[config.mk]
export PLATFORM = sky130hd
export DESIGN_NAME = ir_nec_tx
export DESIGN_NICKNAME = d
export VERILOG_FILES = /design/src/rtl/ir_nec_tx.sv
export SDC_FILE = /design/constraint.sdc
export NUM_CORES = 1
export LEC_CHECK = 0
export BUFFER_PORTS_ARGS = -buffer_cell sky130_fd_sc_hd__clkbuf_2
export CORE_UTILIZATION = 55
export DETAILED_ROUTE_END_ITERATION = 12
export PLACE_DENSITY = 0.76
export SLEW_MARGIN = 0
export SYNTH_ARGS = -nofsm -noshare
export SYNTH_HDL_FRONTEND = slang
export SYNTH_SLANG_ARGS = --single-unit
export TNS_END_PERCENT = 20
[constraint.sdc]
create_clock -name clk27 -period 3.52 [get_ports clk27]
set_input_delay 0.704 -clock clk27 [delete_from_list [all_inputs] [get_ports clk27]]
set_output_delay 0.704 -clock clk27 [all_outputs]
set_load 0.03 [all_outputs]
[src/rtl/ir_nec_tx.sv]
// NEC IR transmitter: serialises {addr,cmd} codes into NEC frames and repeat frames,
// producing the mark/space envelope and the carrier-modulated LED drive.
module ir_nec_tx #(
    parameter int UNIT_CYCLES  = 15188,
    parameter int CARRIER_DIV  = 711,
    parameter int CARRIER_HIGH = 237,
    parameter int FRAME_UNITS  = 192
) (
    input  logic        clk27,
    input  logic        reset_n,
    input  logic [15:0] tx_code,
    input  logic        tx_valid,
    output logic        tx_ready,
    input  logic        repeat_en,
    output logic        ir_env,
    output logic        ir_tx,
    output logic        busy,
    output logic [7:0]  tx_cnt
);
    localparam int UNIT_W  = $clog2(UNIT_CYCLES + 1);
    localparam int PHASE_W = $clog2(CARRIER_DIV + 1);
    localparam int FRAME_W = $clog2(FRAME_UNITS + 1);

    typedef enum logic [3:0] {
        IDLE,
        LEAD_MARK,
        LEAD_SPACE,
        BIT_MARK,
        BIT_SPACE,
        STOP_MARK,
        GAP,
        REP_MARK,
        REP_SPACE,
        REP_STOP
    } state_t;

    state_t             state;
    state_t             state_nx;
    logic [UNIT_W-1:0]  unit_cnt;
    logic [4:0]         seg_units;
    logic [FRAME_W-1:0] frame_cnt;
    logic [31:0]        shift_word;
    logic [4:0]         bit_idx;
    logic [PHASE_W-1:0] phase;
    logic [PHASE_W-1:0] phase_nx;
    logic               unit_tick;
    logic               seg_done;
    logic               state_change;
    logic               accept;
    logic               shift_adv;
    logic               frame_restart;
    logic               cnt_inc;
    logic               mark_nx;

    // Length of each timed state in NEC units; IDLE and GAP are not length-timed.
    function automatic logic [4:0] seg_len(input state_t s, input logic bit_val);
        case (s)
            LEAD_MARK, REP_MARK:           seg_len = 5'd16;
            LEAD_SPACE:                    seg_len = 5'd8;
            REP_SPACE:                     seg_len = 5'd4;
            BIT_SPACE:                     seg_len = bit_val ? 5'd3 : 5'd1;
            BIT_MARK, STOP_MARK, REP_STOP: seg_len = 5'd1;
            default:                       seg_len = 5'd0;
        endcase
    endfunction

    function automatic logic is_mark(input state_t s);
        is_mark = (s == LEAD_MARK) || (s == BIT_MARK) || (s == STOP_MARK) ||
                  (s == REP_MARK)  || (s == REP_STOP);
    endfunction

    assign unit_tick    = (unit_cnt == UNIT_W'(UNIT_CYCLES - 1));
    assign seg_done     = unit_tick && (seg_units == seg_len(state, shift_word[0]) - 5'd1);
    assign state_change = (state_nx != state);

    always_comb begin
        state_nx      = state;
        accept        = 1'b0;
        shift_adv     = 1'b0;
        frame_restart = 1'b0;
        cnt_inc       = 1'b0;
        case (state)
            IDLE: begin
                if (tx_valid) begin
                    state_nx      = LEAD_MARK;
                    accept        = 1'b1;
                    frame_restart = 1'b1;
                end
            end
            LEAD_MARK:  if (seg_done) state_nx = LEAD_SPACE;
            LEAD_SPACE: if (seg_done) state_nx = BIT_MARK;
            BIT_MARK:   if (seg_done) state_nx = BIT_SPACE;
            BIT_SPACE: begin
                if (seg_done) begin
                    shift_adv = 1'b1;
                    state_nx  = (bit_idx == 5'd31) ? STOP_MARK : BIT_MARK;
                end
            end
            STOP_MARK: begin
                if (seg_done) begin
                    state_nx = GAP;
                    cnt_inc  = 1'b1;
                end
            end
            GAP: begin
                // repeat_en matters only on this exit cycle
                if (frame_cnt == FRAME_W'(FRAME_UNITS)) begin
                    if (repeat_en) begin
                        state_nx      = REP_MARK;
                        frame_restart = 1'b1;
                    end else begin
                        state_nx = IDLE;
                    end
                end
            end
            REP_MARK:  if (seg_done) state_nx = REP_SPACE;
            REP_SPACE: if (seg_done) state_nx = REP_STOP;
            REP_STOP: begin
                if (seg_done) begin
                    state_nx = GAP;
                    cnt_inc  = 1'b1;
                end
            end
            default: state_nx = IDLE;
        endcase
    end

    // Carrier phase restarts on every space-to-mark edge so each mark begins high.
    always_comb begin
        mark_nx = is_mark(state_nx);
        if (mark_nx && !ir_env) begin
            phase_nx = '0;
        end else if (phase == PHASE_W'(CARRIER_DIV - 1)) begin
            phase_nx = '0;
        end else begin
            phase_nx = phase + 1'b1;
        end
    end

    always_ff @(posedge clk27 or negedge reset_n) begin
        if (!reset_n) begin
            state <= IDLE;
        end else begin
            state <= state_nx;
        end
    end

    always_ff @(posedge clk27 or negedge reset_n) begin
        if (!reset_n) begin
            unit_cnt  <= '0;
            seg_units <= '0;
            frame_cnt <= '0;
        end else begin
            if (state == IDLE || state_change || unit_tick) begin
                unit_cnt <= '0;
            end else begin
                unit_cnt <= unit_cnt + 1'b1;
            end

            if (state_change) begin
                seg_units <= '0;
            end else if (unit_tick) begin
                seg_units <= seg_units + 5'd1;
            end

            if (frame_restart) begin
                frame_cnt <= '0;
            end else if (unit_tick && frame_cnt != FRAME_W'(FRAME_UNITS)) begin
                frame_cnt <= frame_cnt + 1'b1;
            end
        end
    end

    // Word goes out LSB first: addr, ~addr, cmd, ~cmd.
    always_ff @(posedge clk27 or negedge reset_n) begin
        if (!reset_n) begin
            shift_word <= '0;
            bit_idx    <= '0;
            tx_cnt     <= '0;
        end else begin
            if (accept) begin
                shift_word <= {~tx_code[7:0], tx_code[7:0], ~tx_code[15:8], tx_code[15:8]};
                bit_idx    <= '0;
            end else if (shift_adv) begin
                shift_word <= {1'b0, shift_word[31:1]};
                bit_idx    <= bit_idx + 5'd1;
            end

            if (cnt_inc) begin
                tx_cnt <= tx_cnt + 8'd1;
            end
        end
    end

    // Registered outputs keep the LED drive free of state-decode glitches.
    always_ff @(posedge clk27 or negedge reset_n) begin
        if (!reset_n) begin
            phase  <= '0;
            ir_env <= 1'b0;
            ir_tx  <= 1'b0;
        end else begin
            phase  <= phase_nx;
            ir_env <= mark_nx;
            ir_tx  <= mark_nx && (phase_nx < PHASE_W'(CARRIER_HIGH));
        end
    end

    assign tx_ready = (state == IDLE);
    assign busy     = ~tx_ready;

endmodule

==> results.yml <==
run_status:
  status: "finished clean"
timing:
  tightestPinTransition_ns: 0.659
  slew_headroom_pct: 55.5
  setup_ws_ns: 0.270
  period_share_pct: 92.3
  drv_slew: 0
  fmax_mhz: 308
  rsz0062_at_grt: "no"
  finalCriticalPeriod_ns: 3.25
  tns_ns: 0
  final-hold-violation-count: 0
  setup_violations: 0
  worst_clock_skew_ns: 0.0152
  whs_ns: 0.380
power:
  ir_worst_vdd_mv: 0.308
  combPwrFrac_pct: 31.9
  total_power_w: 0.00337
  switching_power_w: 0.00126
  p_int_w: 0.00211
  pwr-share-seq_pct: 47.4
  power_density_nw_per_um2: 632
  clkPwrFrac_pct: 20.7
  p_leak_nw: 2.43
  switching_share_pct: 37.4
synthesis:
  post_synth.cell_area_avg_um2: 9.70
  synthCells: 503
  synth_seq_cells: 88
  syn_area_um2: 4880
  yosysSeqAreaShare_pct: 45.1
  synthArstFlopShare_pct: 100
  synth_edf_count: 0
  yosys_warnings: 0
  syn_nets: 533
  synthFlopType: "dfrtp_1"
  synthDistinctLibCells: 62
die:
  fp.coreArea_um2: 8380
  die_width_um: 96.2
  dieArea_um2: 9250
  start_util_pct: 58.2
  die_y_um: 96.2
  rows: 33
  io_pins: 32
critical_path:
  worstSetupEndpointType: "register"
  r2r_start: "state[1]"
  critPathKind: "reg -> reg"
  cp.required_ns: 3.80
  crit_fanout: 20
  worstSetupStartpoint: "state[1]"
  cp.arrival_ns: 3.53
  critPathLaunchType: "register"
routing:
  vias: 3829
  drtPass1Iterations: 4
  totalWireLength_mm: 9.95
  drc: 0
  final_antenna_net_count: 0
  avgViaCountPerCell: 6.01
  first_iter_violations: 243
  wl_per_cell_um: 15.6
global_route:
  overflow: 0
  antenna_found_initial: 0
  grt_pass1_vias: 3646
  grt_pass1_wl_mm: 16.7
  grt_max_degree: 52
  grt_usage_pct: 23.2
placed_design:
  io_buffers: 31
  dp_slack_ns: 0.326
  placed_area_um2: 5130
  post-dp-hpwl_mm: 6.88
  gp_congestion: 0.940
cts:
  clock-sinks: 88
  root_buffer: "clkbuf_8"
  cts_hold_buf: 0
  clk_path_buf_depth: 2
  clock_latency_ns: 0.35
  clk_pin_slew_worst_paths_ns: 0.09
  cts_buffers: 9
  cts_tree: "yes"
  cts_setup_buffers: 0
  ctsResizeCount: 0
  h-tree-depth: 3
layout:
  syn2layout_area_growth_pct: 9.28
  drive_above_1_share_pct: 14.7
  fin_nets: 557
  final_area_um2: 5330
  diodes: 0
min_path:
  hold_path_class: "in -> async"
job:
  cap_violations: 0
-- cell usage in the layout, fill, tap and decap left out, drive strengths merged, types with 3 or more instances in the layout --
cell,n
mux2i,21
nor2b,3
inv,12
a31oi,18
a31o,3
xnor2,24
clkbuf,40
a22oi,15
a21oi,38
buf,18
nand4,18
or3b,4
nand2b,6
dfrtp,88
o21ai,7
nor3b,3
nand3,15
nor4b,3
xor2,20
nor3,17
nor2,42
nand2,49
or4,3
clkinvlp,3
a2111oi,3
and2,6
and4,6
and3,6
ha,10
-- power by group through the flow --
| stage | logic (W) | clock network (W) | registers, W |
|---|---|---|---|
| 2_1_floorplan | 0.000841 | 0 | 0.00153 |
| 3_3_place_gp | 0.00103 | 0 | 0.00159 |
| 3_5_place_dp | 0.00107 | 0 | 0.00161 |
| 4_1_cts | 0.00108 | 0.000717 | 0.00159 |
| 5_1_grt | 0.00121 | 0.000749 | 0.00164 |
| 6_report | 0.00107 | 0.000697 | 0.00160 |
-- critical path, cell delays in order (launching register included) --
cell       delay (ns)
dfrtp_1          0.55
nor3b_1          0.35
a31oi_1          0.12
ha_1             0.29
xnor2_1          0.23
a41oi_1          0.14
a2111oi_2        0.55
o2111ai_4        0.18
buf_4            0.26
or3_1            0.37
a21oi_1          0.14
-- worst paths after layout --
check                                     to  slack [ns]  depth (start not counted)
max in group asynchronous           state[3]        2.40                          2
worst max register to register    bit_idx[3]        0.27                         10
worst min-delay path            frame_cnt[4]        0.38                          1
min in group clk27                 tx_cnt[7]        0.50                          1
worst min register to register     tx_cnt[7]        0.50                          1
worst max-delay path              bit_idx[3]        0.27                         10
-- cell families after synthesis --
family / synth area share (%)
AOI/OAI and AO/OA: 14.4
xor gates and xnor gates: 7.90
adders and majority gates: 2.56
buffers and inverters: 4.59
DFF: 45.1
muxes: 4.54
and+or+nand+nor: 20.9
-- layout make-up --
cell class / instances / area (um2)
sequential: 88 / 2200
timing repair buffer: 48 / 285
clock buffer: 10 / 128
clock inverter: 6 / 70.1
inverter: 12 / 45.0
fill: 691 / 3050
multi-input combinational: 368 / 2470
tap: 105 / 131
-- flip-flops by register name, summed over array words and instances, names as in the netlist --
name and flops:
shift_word 32, unit_cnt 14, phase 10, frame_cnt 8
tx_cnt 8, bit_idx 5, seg_units 5, state 4
ir_env 1, ir_tx 1
-- per-stage QoR --
step                instances  util (%)
CTS                       637      63.6
detailed placement        621      61.2
global route              637      63.6
floorplan                 503         -
finish                    637      63.6
global placement          621      61.2
-- Yosys cell counts (2+ instances only) --
master / instances / area [um2]
dfrtp_1: 88 / 2200
nand2_1: 49 / 184
nor2_1: 42 / 158
a21oi_1: 38 / 190
xnor2_1: 24 / 210
mux2i_1: 21 / 210
xor2_1: 20 / 175
a31oi_1: 18 / 113
nand4_1: 18 / 113
clkbuf_1: 17 / 63.8
a22oi_1: 15 / 113
nand3_1: 14 / 70.1
inv_1: 12 / 45.0
nor3_1: 12 / 60.1
buf_2: 11 / 55.1
ha_1: 10 / 125
and3_1: 6 / 37.5
nand2b_1: 6 / 37.5
o21ai_0: 6 / 30.0
and2_1: 5 / 31.3
and4_1: 5 / 43.8
nor3_2: 5 / 50.1
buf_4: 3 / 22.5
buf_6: 3 / 33.8
nor2b_1: 3 / 18.8
nor3b_1: 3 / 22.5
nor4b_1: 3 / 26.3
or4_1: 3 / 22.5
a2111o_1: 2 / 22.5
a41oi_1: 2 / 17.5
nor4bb_1: 2 / 20.0
o2111ai_1: 2 / 17.5
o211a_1: 2 / 20.0
o41ai_1: 2 / 17.5
or3_1: 2 / 12.5
or3b_1: 2 / 17.5
or3b_2: 2 / 17.5
-- routing by layer --
metal	vias up	part of all wire, %	track usage [%]
met5	-	0	0
met4	0	1.7	7.96
met3	19	4.2	4.19
met2	96	47	37.7
met1	1859	47	31.2
li1	1855	-	-
(Power assumes the default switching activity.)
